--- config.mk ---
export PLATFORM = sky130hd
export DESIGN_NAME = orb_host_bridge_flat
export DESIGN_NICKNAME = d
export VERILOG_FILES = /design/src/rtl/orb_host_pkg.sv /design/src/rtl/orb_host_bridge_if.sv /design/src/rtl/bridge_skid_fifo.sv /design/src/rtl/orb_host_bridge.sv /design/src/flat_wrapper.sv
export SDC_FILE = /design/constraint.sdc
export NUM_CORES = 1
export LEC_CHECK = 0
export ABC_CLOCK_PERIOD_IN_PS = 7500
export BUFFER_PORTS_ARGS = -buffer_cell sky130_fd_sc_hd__buf_2
export CAP_MARGIN = 20
export CORE_MARGIN = 4
export CORE_UTILIZATION = 55
export DETAILED_ROUTE_END_ITERATION = 8
export PLACE_DENSITY = 0.81
export SYNTH_ARGS = -nofsm -noshare
export SYNTH_HDL_FRONTEND = slang
export SYNTH_SLANG_ARGS = --single-unit
export TNS_END_PERCENT = 1
--- constraint.sdc ---
create_clock -name clk -period 7.5 [get_ports clk]
set_input_delay 0.75 -clock clk [delete_from_list [all_inputs] [get_ports clk]]
set_output_delay 0.75 -clock clk [all_outputs]
set_load 0.005 [all_outputs]
--- src/rtl/orb_host_pkg.sv ---
// orb_host_pkg: shared constants, state encoding and parameter-word helper for the
// ORB host bridge.
//   Frame limits X_MAX/Y_MAX, pixel width COLOUR_DEPTH, parameter SRAM geometry,
//   derived address/config widths, host_state_t, parameter addresses, START_CMD.
package orb_host_pkg;

    localparam int X_MAX        = 400;
    localparam int Y_MAX        = 400;
    localparam int COLOUR_DEPTH = 24;
    localparam int NUM_PARAMS   = 8;
    localparam int PARAM_DEPTH  = 8;

    // Address widths cover 0..MAX-1; config widths must also hold MAX itself.
    localparam int XW  = $clog2(X_MAX);
    localparam int YW  = $clog2(Y_MAX);
    localparam int WW  = $clog2(X_MAX) + 1;
    localparam int HW  = $clog2(Y_MAX) + 1;
    localparam int PAW = $clog2(NUM_PARAMS);

    typedef enum logic [2:0] {
        S_IDLE  = 3'd0,
        S_CFG   = 3'd1,
        S_LOAD  = 3'd2,
        S_START = 3'd3,
        S_WAIT  = 3'd4,
        S_DRAIN = 3'd5
    } host_state_t;

    localparam logic [PAW-1:0] P_WLO   = 3'd0;
    localparam logic [PAW-1:0] P_WHI   = 3'd1;
    localparam logic [PAW-1:0] P_HLO   = 3'd2;
    localparam logic [PAW-1:0] P_HHI   = 3'd3;
    localparam logic [PAW-1:0] P_KERN  = 3'd4;
    localparam logic [PAW-1:0] P_SIGMA = 3'd5;
    localparam logic [PAW-1:0] P_CTRL  = 3'd7;

    localparam logic [PARAM_DEPTH-1:0] START_CMD = 8'h01;

    // Value written to parameter entry idx during configuration.
    function automatic logic [PARAM_DEPTH-1:0] param_value(
        input logic [PAW-1:0] idx,
        input logic [15:0]    wm1,
        input logic [15:0]    hm1,
        input logic [7:0]     kern,
        input logic [2:0]     sigma
    );
        case (idx)
            P_WLO:   param_value = wm1[7:0];
            P_WHI:   param_value = wm1[15:8];
            P_HLO:   param_value = hm1[7:0];
            P_HHI:   param_value = hm1[15:8];
            P_KERN:  param_value = kern;
            P_SIGMA: param_value = {5'b0, sigma};
            default: param_value = '0;
        endcase
    endfunction

endpackage

--- src/rtl/orb_host_bridge_if.sv ---
// orb_host_bridge_if: host-facing configuration handshake, input pixel stream and
// output pixel stream of the bridge.
//   master: host side (drives cfg_*, s_valid/s_data, m_ready)
//   slave : bridge side (drives cfg_ready, s_ready, m_valid/m_data/m_last)
// Handshakes: a transfer happens on a rising clk edge where valid && ready are both
// high; valid/data hold until accepted, and no ready depends on its own valid.
interface orb_host_bridge_if;
    import orb_host_pkg::*;

    logic                    cfg_valid;
    logic                    cfg_ready;
    logic [WW-1:0]           cfg_width;
    logic [HW-1:0]           cfg_height;
    logic [7:0]              cfg_kernel;
    logic [2:0]              cfg_sigma;

    logic                    s_valid;
    logic                    s_ready;
    logic [COLOUR_DEPTH-1:0] s_data;

    logic                    m_valid;
    logic                    m_ready;
    logic [COLOUR_DEPTH-1:0] m_data;
    logic                    m_last;

    modport master (
        output cfg_valid, cfg_width, cfg_height, cfg_kernel, cfg_sigma,
        output s_valid, s_data, m_ready,
        input  cfg_ready, s_ready, m_valid, m_data, m_last
    );

    modport slave (
        input  cfg_valid, cfg_width, cfg_height, cfg_kernel, cfg_sigma,
        input  s_valid, s_data, m_ready,
        output cfg_ready, s_ready, m_valid, m_data, m_last
    );

endinterface

--- src/rtl/bridge_skid_fifo.sv ---
// bridge_skid_fifo: 2-entry FIFO carrying {last, pixel} between the circle SRAM
// read port and the output stream.
//   push/push_data : write side (ignored when full)
//   pop/pop_data   : read side, pop_data is the head entry (ignored when empty)
//   full/empty     : occupancy flags
module bridge_skid_fifo
    import orb_host_pkg::*;
#(
    parameter int W = COLOUR_DEPTH + 1
) (
    input  logic         clk,
    input  logic         n_rst,
    input  logic         push,
    input  logic [W-1:0] push_data,
    input  logic         pop,
    output logic [W-1:0] pop_data,
    output logic         full,
    output logic         empty
);

    logic [W-1:0] mem_q [2];
    logic [W-1:0] mem_d [2];
    logic         wp_q, wp_d, rp_q, rp_d;
    logic [1:0]   cnt_q, cnt_d;
    logic         do_push, do_pop;

    assign full     = (cnt_q == 2'd2);
    assign empty    = (cnt_q == 2'd0);
    assign do_push  = push && !full;
    assign do_pop   = pop && !empty;
    assign pop_data = mem_q[rp_q];

    always_comb begin
        mem_d = mem_q;
        wp_d  = wp_q;
        rp_d  = rp_q;
        if (do_push) begin
            mem_d[wp_q] = push_data;
            wp_d        = ~wp_q;
        end
        if (do_pop) begin
            rp_d = ~rp_q;
        end
        cnt_d = cnt_q + {1'b0, do_push} - {1'b0, do_pop};
    end

    always_ff @(posedge clk or negedge n_rst) begin
        if (!n_rst) begin
            mem_q[0] <= '0;
            mem_q[1] <= '0;
            wp_q     <= 1'b0;
            rp_q     <= 1'b0;
            cnt_q    <= 2'd0;
        end else begin
            mem_q <= mem_d;
            wp_q  <= wp_d;
            rp_q  <= rp_d;
            cnt_q <= cnt_d;
        end
    end

endmodule

--- src/rtl/orb_host_bridge.sv ---
// orb_host_bridge: loads a frame configuration and raster pixel stream into the ORB
// core's parameter and image SRAMs, starts the core, waits for img_done, then streams
// the circle-overlay SRAM back to the host.
//   clk, n_rst            : clock, asynchronous active-low reset
//   host                  : cfg handshake, s_* input stream, m_* output stream
//   *_img                 : image SRAM write port
//   *_params              : parameter SRAM write port
//   img_done              : completion pulse from the core (honoured only in WAIT)
//   *_circle, rdat_circle : circle SRAM read port, 1-cycle read latency
//   busy, cfg_err         : not-IDLE flag, sticky rejected-config flag
//   checksum              : byte sum of accepted pixels (HOST_BRIDGE_CHECKSUM_EN)
//   dbg_state             : current FSM state
// Optional feature macro: HOST_BRIDGE_CHECKSUM_EN (undefined: checksum tied to 0).
module orb_host_bridge
    import orb_host_pkg::*;
(
    input  logic                    clk,
    input  logic                    n_rst,
    orb_host_bridge_if.slave        host,
    output logic [XW-1:0]           x_addr_img,
    output logic [YW-1:0]           y_addr_img,
    output logic                    wen_img,
    output logic [COLOUR_DEPTH-1:0] wdat_img,
    output logic [PAW-1:0]          addr_write_params,
    output logic                    wen_params,
    output logic [PARAM_DEPTH-1:0]  wdat_params,
    input  logic                    img_done,
    output logic [XW-1:0]           x_addr_circle,
    output logic [YW-1:0]           y_addr_circle,
    output logic                    ren_circle,
    input  logic [COLOUR_DEPTH-1:0] rdat_circle,
    output logic                    busy,
    output logic                    cfg_err,
    output logic [15:0]             checksum,
    output host_state_t             dbg_state
);

    host_state_t   state_q, state_d;
    logic [WW-1:0] width_q, width_d;
    logic [HW-1:0] height_q, height_d;
    logic [7:0]    kern_q, kern_d;
    logic [2:0]    sigma_q, sigma_d;
    logic          cfg_err_q, cfg_err_d;
    logic [PAW-1:0] pcnt_q, pcnt_d;
    logic [XW-1:0] x_q, x_d;
    logic [YW-1:0] y_q, y_d;
    logic          rd_done_q, rd_done_d;
    logic          infl_q, infl_d;
    logic          infl_last_q, infl_last_d;

    logic [15:0]   wm1, hm1;
    logic          x_last, y_last, cfg_bad;
    logic          fifo_full, fifo_empty, pop;
    logic [COLOUR_DEPTH:0] fifo_head;
    logic [1:0]    occ;
    logic [2:0]    slots_used;

    assign wm1     = 16'(width_q) - 16'd1;
    assign hm1     = 16'(height_q) - 16'd1;
    assign x_last  = (16'(x_q) == wm1);
    assign y_last  = (16'(y_q) == hm1);
    assign cfg_bad = (host.cfg_width == '0) || (host.cfg_width > WW'(X_MAX)) ||
                     (host.cfg_height == '0) || (host.cfg_height > HW'(Y_MAX));

    // A read is only issued when the FIFO will have room for its data, counting the
    // read already in flight and crediting this cycle's pop.
    assign pop        = host.m_valid && host.m_ready;
    assign occ        = fifo_full ? 2'd2 : (fifo_empty ? 2'd0 : 2'd1);
    assign slots_used = {1'b0, occ} + {2'b0, infl_q} - {2'b0, pop};

    assign host.m_valid = !fifo_empty;
    assign host.m_last  = fifo_head[COLOUR_DEPTH];
    assign host.m_data  = fifo_head[COLOUR_DEPTH-1:0];
    assign busy         = (state_q != S_IDLE);
    assign cfg_err      = cfg_err_q;
    assign dbg_state    = state_q;

    always_comb begin
        state_d     = state_q;
        width_d     = width_q;
        height_d    = height_q;
        kern_d      = kern_q;
        sigma_d     = sigma_q;
        cfg_err_d   = cfg_err_q;
        pcnt_d      = pcnt_q;
        x_d         = x_q;
        y_d         = y_q;
        rd_done_d   = rd_done_q;
        infl_d      = 1'b0;
        infl_last_d = 1'b0;
        host.cfg_ready    = 1'b0;
        host.s_ready      = 1'b0;
        wen_img           = 1'b0;
        x_addr_img        = '0;
        y_addr_img        = '0;
        wdat_img          = '0;
        wen_params        = 1'b0;
        addr_write_params = '0;
        wdat_params       = '0;
        ren_circle        = 1'b0;
        x_addr_circle     = '0;
        y_addr_circle     = '0;

        case (state_q)
            S_IDLE: begin
                host.cfg_ready = 1'b1;
                if (host.cfg_valid) begin
                    width_d  = host.cfg_width;
                    height_d = host.cfg_height;
                    kern_d   = host.cfg_kernel;
                    sigma_d  = host.cfg_sigma;
                    if (cfg_bad) begin
                        cfg_err_d = 1'b1;
                    end else begin
                        cfg_err_d = 1'b0;
                        pcnt_d    = '0;
                        state_d   = S_CFG;
                    end
                end
            end
            S_CFG: begin
                wen_params        = 1'b1;
                addr_write_params = pcnt_q;
                wdat_params       = param_value(pcnt_q, wm1, hm1, kern_q, sigma_q);
                if (pcnt_q == P_SIGMA) begin
                    x_d     = '0;
                    y_d     = '0;
                    state_d = S_LOAD;
                end else begin
                    pcnt_d = pcnt_q + 1'b1;
                end
            end
            S_LOAD: begin
                host.s_ready = 1'b1;
                if (host.s_valid) begin
                    wen_img    = 1'b1;
                    x_addr_img = x_q;
                    y_addr_img = y_q;
                    wdat_img   = host.s_data;
                    if (x_last) begin
                        x_d = '0;
                        if (y_last) state_d = S_START;
                        else        y_d = y_q + 1'b1;
                    end else begin
                        x_d = x_q + 1'b1;
                    end
                end
            end
            S_START: begin
                wen_params        = 1'b1;
                addr_write_params = P_CTRL;
                wdat_params       = START_CMD;
                state_d           = S_WAIT;
            end
            S_WAIT: begin
                if (img_done) begin
                    x_d       = '0;
                    y_d       = '0;
                    rd_done_d = 1'b0;
                    state_d   = S_DRAIN;
                end
            end
            S_DRAIN: begin
                if (!rd_done_q && (slots_used < 3'd2)) begin
                    ren_circle    = 1'b1;
                    x_addr_circle = x_q;
                    y_addr_circle = y_q;
                    infl_d        = 1'b1;
                    infl_last_d   = x_last && y_last;
                    if (x_last) begin
                        x_d = '0;
                        if (y_last) rd_done_d = 1'b1;
                        else        y_d = y_q + 1'b1;
                    end else begin
                        x_d = x_q + 1'b1;
                    end
                end
                if (pop && host.m_last) state_d = S_IDLE;
            end
            default: state_d = S_IDLE;
        endcase
    end

    always_ff @(posedge clk or negedge n_rst) begin
        if (!n_rst) begin
            state_q     <= S_IDLE;
            width_q     <= '0;
            height_q    <= '0;
            kern_q      <= '0;
            sigma_q     <= '0;
            cfg_err_q   <= 1'b0;
            pcnt_q      <= '0;
            x_q         <= '0;
            y_q         <= '0;
            rd_done_q   <= 1'b0;
            infl_q      <= 1'b0;
            infl_last_q <= 1'b0;
        end else begin
            state_q     <= state_d;
            width_q     <= width_d;
            height_q    <= height_d;
            kern_q      <= kern_d;
            sigma_q     <= sigma_d;
            cfg_err_q   <= cfg_err_d;
            pcnt_q      <= pcnt_d;
            x_q         <= x_d;
            y_q         <= y_d;
            rd_done_q   <= rd_done_d;
            infl_q      <= infl_d;
            infl_last_q <= infl_last_d;
        end
    end

    // Read data returns the cycle after the read, so the in-flight flag is the push.
    bridge_skid_fifo #(.W(COLOUR_DEPTH + 1)) u_fifo (
        .clk       (clk),
        .n_rst     (n_rst),
        .push      (infl_q),
        .push_data ({infl_last_q, rdat_circle}),
        .pop       (pop),
        .pop_data  (fifo_head),
        .full      (fifo_full),
        .empty     (fifo_empty)
    );

`ifdef HOST_BRIDGE_CHECKSUM_EN
    logic [15:0] checksum_q, checksum_d;
    logic        load_entry;

    assign load_entry = (state_q == S_CFG) && (pcnt_q == P_SIGMA);

    always_comb begin
        checksum_d = checksum_q;
        if (load_entry) begin
            checksum_d = '0;
        end else if (wen_img) begin
            checksum_d = checksum_q + 16'(host.s_data[7:0]) +
                         16'(host.s_data[15:8]) + 16'(host.s_data[23:16]);
        end
    end

    always_ff @(posedge clk or negedge n_rst) begin
        if (!n_rst) checksum_q <= '0;
        else        checksum_q <= checksum_d;
    end

    assign checksum = checksum_q;
`else
    assign checksum = '0;
`endif

endmodule

--- src/flat_wrapper.sv ---
// flat-port wrapper written by rule: the top's interface ports become plain ports
module orb_host_bridge_flat import orb_host_pkg::*;
  (clk, n_rst, x_addr_img, y_addr_img, wen_img, wdat_img, addr_write_params, wen_params, wdat_params, img_done, x_addr_circle, y_addr_circle, ren_circle, rdat_circle, busy, cfg_err, checksum, dbg_state, host_cfg_valid, host_cfg_width, host_cfg_height, host_cfg_kernel, host_cfg_sigma, host_s_valid, host_s_data, host_m_ready, host_cfg_ready, host_s_ready, host_m_valid, host_m_data, host_m_last);
  orb_host_bridge_if host_i ();
  input  logic clk;
  input  logic n_rst;
  output logic [XW-1:0] x_addr_img;
  output logic [YW-1:0] y_addr_img;
  output logic wen_img;
  output logic [COLOUR_DEPTH-1:0] wdat_img;
  output logic [PAW-1:0] addr_write_params;
  output logic wen_params;
  output logic [PARAM_DEPTH-1:0] wdat_params;
  input  logic img_done;
  output logic [XW-1:0] x_addr_circle;
  output logic [YW-1:0] y_addr_circle;
  output logic ren_circle;
  input  logic [COLOUR_DEPTH-1:0] rdat_circle;
  output logic busy;
  output logic cfg_err;
  output logic [15:0] checksum;
  output host_state_t dbg_state;
  input wire logic [$bits(host_i.cfg_valid)-1:0] host_cfg_valid;
  input wire logic [$bits(host_i.cfg_width)-1:0] host_cfg_width;
  input wire logic [$bits(host_i.cfg_height)-1:0] host_cfg_height;
  input wire logic [$bits(host_i.cfg_kernel)-1:0] host_cfg_kernel;
  input wire logic [$bits(host_i.cfg_sigma)-1:0] host_cfg_sigma;
  input wire logic [$bits(host_i.s_valid)-1:0] host_s_valid;
  input wire logic [$bits(host_i.s_data)-1:0] host_s_data;
  input wire logic [$bits(host_i.m_ready)-1:0] host_m_ready;
  output wire logic [$bits(host_i.cfg_ready)-1:0] host_cfg_ready;
  output wire logic [$bits(host_i.s_ready)-1:0] host_s_ready;
  output wire logic [$bits(host_i.m_valid)-1:0] host_m_valid;
  output wire logic [$bits(host_i.m_data)-1:0] host_m_data;
  output wire logic [$bits(host_i.m_last)-1:0] host_m_last;
  assign host_i.cfg_valid = host_cfg_valid;
  assign host_i.cfg_width = host_cfg_width;
  assign host_i.cfg_height = host_cfg_height;
  assign host_i.cfg_kernel = host_cfg_kernel;
  assign host_i.cfg_sigma = host_cfg_sigma;
  assign host_i.s_valid = host_s_valid;
  assign host_i.s_data = host_s_data;
  assign host_i.m_ready = host_m_ready;
  assign host_cfg_ready = host_i.cfg_ready;
  assign host_s_ready = host_i.s_ready;
  assign host_m_valid = host_i.m_valid;
  assign host_m_data = host_i.m_data;
  assign host_m_last = host_i.m_last;
  orb_host_bridge u_core (.clk(clk), .n_rst(n_rst), .host(host_i), .x_addr_img(x_addr_img), .y_addr_img(y_addr_img), .wen_img(wen_img), .wdat_img(wdat_img), .addr_write_params(addr_write_params), .wen_params(wen_params), .wdat_params(wdat_params), .img_done(img_done), .x_addr_circle(x_addr_circle), .y_addr_circle(y_addr_circle), .ren_circle(ren_circle), .rdat_circle(rdat_circle), .busy(busy), .cfg_err(cfg_err), .checksum(checksum), .dbg_state(dbg_state));
endmodule
==> flow_summary.toml, run 1 <==
[global_route]
first_global_vias = 5710
grt_use_total = 0.256
grt_pass1_wl_mm = 29.4
global_route.overflow_total = 0
grt_antenna_before_repair = 0
grt_max_degree = 65

[floorplanning]
io_pins = 208
die_area_sq_um = 14500
coreArea_sq_um = 12200
die_y_extent_um = 120
initial_utilization = 0.570
die_w_um = 120
rows = 40

[critical_path]
r2r_start = "u_core.width_q[0]"
cp_startpoint = "u_core.width_q[0]"
timing.rr.end = "u_core.y_q[6]"
arrival_ns = 3.28
rr_worst_depth = 10
critical_path_type = "reg -> out"
critPathMaxFanout = 10
r2r_setup_slack_ns = 3.88
timing.critical_path.to_type = "output port"
data_required_time_of_the_worst_path_ns = 6.75
critical_path.startpoint_type = "flop"

[cts]
cts.path.max_buffers = 2
clock_tree_from_tritoncts = "done"
clkTransAtPathRegs_ns = 0.06
postCtsResizedCells = 0
cts_inserted_buffers = 17
cts.repair_timing.setup_buffer_count = 0
worstSkewPairLatency_ns = 0.42
root_buffer = "sky130_fd_sc_hd__clkbuf_16"
cts_sinks = 113
cts.htree.levels = 4
cts-hold-fix-buffers = 0

[placement]
total_placed_cells_including_tap_cells = 1021
hpwlAfterDp_mm = 13.4
buffer_ports.inserted = 191
gp_congestion = 0.899
dpl-instance-area_sq_um = 7890

[synth]
post_synth_main_area_contributors = "sky130_fd_sc_hd__dfrtp_1 41%, sky130_fd_sc_hd__mux2_2 16%, sky130_fd_sc_hd__and2_1 5.6%"
synth.cell_area_sq_um = 6930
postSynth.topFlopCell = "sky130_fd_sc_hd__dfrtp_1"
synth_common_cells = "113 x sky130_fd_sc_hd__dfrtp_1, 101 x sky130_fd_sc_hd__mux2_2, 62 x sky130_fd_sc_hd__and2_1"
synth.lib_cells_used.distinct = 68
synth_seq_area_share = 0.408
share_of_the_synthesized_area_in_the_top_cell_type = 0.408
yosysWarnings = 0
synthesized_flop_and_latch_total = 113
asyncSetResetFlopFracSynth = 1.00
synth_largest_area_cell = "sky130_fd_sc_hd__dfrtp_1"
syn-instance-count = 702
avgSynthCellArea_sq_um = 9.87
synth_edf_count = 0
most_repeated_cell_in_the_gate_level_netlist_after_synthesis = "sky130_fd_sc_hd__dfrtp_1"

[detailed_routing]
drtIter0Drc = 406
route.detailed.wl_per_inst_um = 17.8
route.vias.total = 5945
ant_nets = 0
viasPerCell = 5.63
pre_repair_dr_iteration_count = 4
wl_mm = 18.8
drc_errors = 0

[final_layout]
post_layout_nonfiller_instances = 1056
combined_area_of_the_multi_input_logic_cells_sq_um = 3760
flow.area_growth_from_synthesis_pct = 24.1
final_net_count = 972
filler_cells = 896
postLayoutCellArea_sq_um = 8600
post_route_cells_drive_above_1_share = 0.390
ff_latch_area_sq_um = 2830
insertedDiodeCount = 0

[sta]
period_share = 0.538
tightest_slew_ns = 0.836
whs_ns = 0.401
max_slew_margin = 0.442
setup_tns_ns = 0
finalHoldViolations = 0
setup_repair_after_global_routing_missed_its_margin = "no"
finalCriticalPeriod_ns = 4.03
report.final.slew_viol_count = 0
setup-violations-final = 0
timing.fmax_mhz = 248
finalClockSkew_ns = 0.00974

[power_and_ir_drop]
power.ir.vdd_worst_mv = 0.278
powerDensity_nw_per_um2 = 382
finalPower_mw = 3.28
p_leak_nw = 4.13

[flow_run]
cap_violations = 0

[run_status]
status = "finished, final reports clean"

[hold_path]
hold_class = "in -> async"
==> cell usage in the layout (no fill, tap or decap), drive strengths merged, types with 3 or more instances in the layout <==
cell type    n
conb        16
o21a         4
and2        63
nand3b       4
buf        198
or2          3
a22o         8
mux2i        3
a21oi       18
a211oi       3
nand2       48
bufinv       4
clkinv       4
o221ai       3
a31oi       12
nor4         7
mux2       101
nor2        36
nor2b        5
o211ai       3
and3         9
xnor2       19
nor3        19
xor2        11
a22oi        3
o31ai        4
nand4        5
or4          7
ha          12
clkbuf      18
o21ai       33
nand3       17
inv         32
nand2b       7
dfrtp      113
==> area by class of cell <==
cell class | instances | share of cell area
Clock buffer | 18 | 0.0511
Inverter | 28 | 0.0122
Tap cell | 168 | 0.0244
Multi-Input combinational cell | 517 | 0.437
Sequential cell | 113 | 0.329
Clock inverter | 14 | 0.0234
Timing Repair Buffer | 198 | 0.123
==> power by group <==
group	switching (mW)	internal, mW
clock	0.306	0.569
sequential	0.258	0.840
combinational	0.662	0.649
==> sequential cells by signal, summed over array words and instances (netlist names) <==
signal	flops
u_core.u_fifo.cnt_q	2
u_core.x_q	9
u_core.cfg_err	1
u_core.u_fifo.mem_q	50
u_core.kern_q	8
u_core.rd_done_q	1
u_core.sigma_q	3
u_core.width_q	10
u_core.infl_last_q	1
u_core.pcnt_q	3
u_core.height_q	10
u_core.infl_q	1
u_core.u_fifo.rp_q	1
u_core.dbg_state	3
u_core.y_q	9
u_core.u_fifo.wp_q	1
==> per-stage QoR <==
stage / setup WS [ns] / util
finish: 3.47 / 0.707
floorplan: 4.45 / -
CTS: 3.46 / 0.702
global route: 3.32 / 0.707
detailed placement: 3.79 / 0.649
global placement: 3.89 / 0.649
==> worst max path at each step <==
| stage | slack, ns | depth (start not counted) | end |
|---|---|---|---|
| after floorplan | 4.45 | 12 | u_core.y_q[7] |
| after global placement | 3.89 | 9 | y_addr_circle[5] |
| after detailed placement | 3.79 | 9 | x_addr_circle[8] |
| after CTS | 3.46 | 9 | x_addr_circle[8] |
| after global routing | 3.32 | 10 | wdat_params[0] |
| final | 3.47 | 10 | wdat_params[0] |
==> logic make-up after synthesis <==
logic type,after synthesis,synth area share
simple gates,242,0.189
xor+xnor,30,0.0379
flops,113,0.408
buf+inv,87,0.0581
compound gates,113,0.116
other cells,1,0.000541
fa+ha+maj,12,0.0217
mux,104,0.168
==> worst max-delay path, cell delays in order, from the launching register on <==
cell and delay (ns):
sky130_fd_sc_hd__dfrtp_1 0.42, sky130_fd_sc_hd__inv_1 0.14, sky130_fd_sc_hd__ha_1 0.23, sky130_fd_sc_hd__or3b_1 0.58, sky130_fd_sc_hd__nor3_1 0.58, sky130_fd_sc_hd__xor2_1 0.15
sky130_fd_sc_hd__a222oi_1 0.32, sky130_fd_sc_hd__a21oi_1 0.11, sky130_fd_sc_hd__a21oi_1 0.11, sky130_fd_sc_hd__o21ai_0 0.09, sky130_fd_sc_hd__buf_2 0.15
==> metal layers <==
metal	track usage	part of all wire	vias up	wire (um)
li1	-	-	2803	-
met1	0.342	0.42	2822	7950
met2	0.404	0.47	286	8860
met3	0.0688	0.081	34	1520
met4	0.0942	0.026	0	480
met5	0	0	-	0
Power figures use the tool's default switching activity.
==> inputs of run 2 (changes only) <==
--- a/config.mk
+++ b/config.mk
@@ -5,13 +5,13 @@
 export SDC_FILE = /design/constraint.sdc
 export NUM_CORES = 1
 export LEC_CHECK = 0
-export ABC_CLOCK_PERIOD_IN_PS = 7500
+export ABC_CLOCK_PERIOD_IN_PS = 3800
 export BUFFER_PORTS_ARGS = -buffer_cell sky130_fd_sc_hd__buf_2
 export CAP_MARGIN = 20
 export CORE_MARGIN = 4
-export CORE_UTILIZATION = 55
+export CORE_UTILIZATION = 53
 export DETAILED_ROUTE_END_ITERATION = 8
-export PLACE_DENSITY = 0.81
+export PLACE_DENSITY = 0.79
 export SYNTH_ARGS = -nofsm -noshare
 export SYNTH_HDL_FRONTEND = slang
 export SYNTH_SLANG_ARGS = --single-unit
==> constraint.sdc (replaced) <==
create_clock -name clk -period 3.8 [get_ports clk]
set_input_delay 0.38 -clock clk [delete_from_list [all_inputs] [get_ports clk]]
set_output_delay 0.38 -clock clk [all_outputs]
set_load 0.005 [all_outputs]
==> run 2 against run 1 <==
Against the previous run:
- total power grew 90%
- utilization shrank 3.6 points
- clock power grew 77%
- combinational power grew 92%
- highest routed layer unchanged
- final cell count grew 0.76%
- via count shrank 0.12%
- routed wire length shrank 2.8%
- design area shrank 0.76%
- worst hold slack lost 0.34 ns
- clock skew shrank 0.0024 ns
- sequential power grew 98%
==> flow_summary.toml, run 2 (synthesis gave the netlist of run 1 again) <==
[power_and_ir_drop]
switchingPower_mw = 2.35
clock_power_share = 0.248
power.sequential.fraction = 0.349
power.ir.vdd_worst_mv = 0.468
combinationalPowerShare = 0.403
p_leak_nw = 4.10
intPower_mw = 3.90
powerDensity_nw_per_um2 = 732
power.share.switching = 0.376
finalPower_mw = 6.25

[sta]
setup-violations-final = 0
finalCriticalPeriod_ns = 3.45
period_share = 0.909
finalHoldViolations = 0
timing.fmax_mhz = 290
tightest_slew_ns = 0.831
report.final.slew_viol_count = 0
max_slew_margin = 0.446
finalClockSkew_ns = 0.00736
setup_tns_ns = 0
setup_repair_after_global_routing_missed_its_margin = "no"

[critical_path]
critPathMaxFanout = 10
critical_path_type = "reg -> out"
critical_path.startpoint_type = "flop"
arrival_ns = 3.07
data_required_time_of_the_worst_path_ns = 3.42
timing.critical_path.to_type = "output port"

[final_layout]
layout.cells.most_common = "sky130_fd_sc_hd__buf_2"
flow.area_growth_from_synthesis_pct = 23.2
final_net_count = 976
insertedDiodeCount = 0
postLayoutCellArea_sq_um = 8540
registers.top_by_ff_count = "u_core.u_fifo.mem_q"
largest_register_ff_count = 50
mostFrequentLayoutCells = "190 x sky130_fd_sc_hd__buf_2, 113 x sky130_fd_sc_hd__dfrtp_1, 101 x sky130_fd_sc_hd__mux2_2"
filler_cells = 1051
post_route_cells_drive_above_1_share = 0.390
largestRegisters = "u_core.u_fifo.mem_q (50), u_core.height_q (10), u_core.width_q (10)"

[hold_path]
hold_class = "in -> async"

[cts]
cts.htree.levels = 4
root_buffer = "sky130_fd_sc_hd__clkbuf_16"
cts_inserted_buffers = 17
postCtsResizedCells = 0
clkTransAtPathRegs_ns = 0.05
cts-hold-fix-buffers = 0
clock_tree_from_tritoncts = "done"
worstSkewPairLatency_ns = 0.42
cts.path.max_buffers = 2
cts_sinks = 113
cts.repair_timing.setup_buffer_count = 0

[run_status]
status = "finished, final reports clean"

[detailed_routing]
route.detailed.wl_per_inst_um = 17.2
viasPerCell = 5.58
route.vias.total = 5938
drtIter0Drc = 496
pre_repair_dr_iteration_count = 5
wl_mm = 18.3
ant_nets = 0
drc_errors = 0

[floorplanning]
die_y_extent_um = 122
io_pins = 208
rows = 41
die_area_sq_um = 15000
die_w_um = 122
initial_utilization = 0.545
coreArea_sq_um = 12700

[global_route]
first_global_vias = 5767
global_route.overflow_total = 0
grt_max_degree = 68
grt_pass1_wl_mm = 29.1
grt_antenna_before_repair = 0
grt_use_total = 0.250

[flow_run]
cap_violations = 0

[placement]
dpl-instance-area_sq_um = 7940
gp_congestion = 0.895
hpwlAfterDp_mm = 13.5
buffer_ports.inserted = 191
## run 2: path summary, 6_finish.rpt
path	cells after the start	slack (ns)	from	end
worst max-delay path	10	0.35	u_core.u_fifo.cnt_q[1]	y_addr_circle[7]
worst min-delay path	1	0.06	n_rst	u_core.u_fifo.mem_q[7]
worst max register to register	10	0.38	u_core.width_q[0]	u_core.y_q[6]
worst min register to register	1	0.49	u_core.u_fifo.cnt_q[1]	u_core.u_fifo.cnt_q[1]
max in group asynchronous	2	2.88	n_rst	u_core.height_q[9]
min in group clk	3	0.19	host_cfg_height[1]	u_core.height_q[1]
## run 2: critical path: stages, from the launching register on
cell	delay [ns]
sky130_fd_sc_hd__dfrtp_1	0.39
sky130_fd_sc_hd__or2_2	0.33
sky130_fd_sc_hd__nand2_1	0.11
sky130_fd_sc_hd__inv_1	0.06
sky130_fd_sc_hd__ha_1	0.28
sky130_fd_sc_hd__o21ai_0	0.23
sky130_fd_sc_hd__xor2_1	0.55
sky130_fd_sc_hd__nor3_2	0.22
sky130_fd_sc_hd__buf_6	0.21
sky130_fd_sc_hd__and2_1	0.15
sky130_fd_sc_hd__buf_2	0.12
## run 2: power groups by stage
stage / sequential (mW) / combinational (mW) / clock, mW
2_1_floorplan: 1.89 / 1.97 / 0
3_3_place_gp: 2.15 / 2.45 / 0
3_5_place_dp: 2.17 / 2.48 / 0
4_1_cts: 2.16 / 2.52 / 1.58
5_1_grt: 2.24 / 2.79 / 1.65
6_report: 2.18 / 2.52 / 1.55
## run 2: cell type report
| class | count | area [sq um] | share of cell area |
|---|---|---|---|
| flip-flops and latches | 113 | 2830 | 0.331 |
| multi-input cells | 517 | 3760 | 0.441 |
| inverters | 28 | 105 | 0.0123 |
| well taps | 172 | 215 | 0.0252 |
| clock buffers | 20 | 447 | 0.0523 |
| clock inverters | 12 | 134 | 0.0157 |
| repair buffers | 202 | 1040 | 0.122 |
## run 2: metal layers
layer / track usage / share of wire / routed length [um]
met4: 0.106 / 0.025 / 463
met5: 0 / 0 / 0
met2: 0.386 / 0.47 / 8550
met1: 0.339 / 0.44 / 8030
met3: 0.0585 / 0.067 / 1230
## run 2: per-stage QoR
stage	utilization	setup slack, ns	hold WS, ns	std cells
floorplan	-	0.747	0.0844	717
global placement	0.624	0.580	0.481	1031
detailed placement	0.624	0.482	0.476	1031
CTS	0.670	0.0210	0.0817	1063
global route	0.671	0.143	0.128	1064
finish	0.671	0.346	0.0598	1064
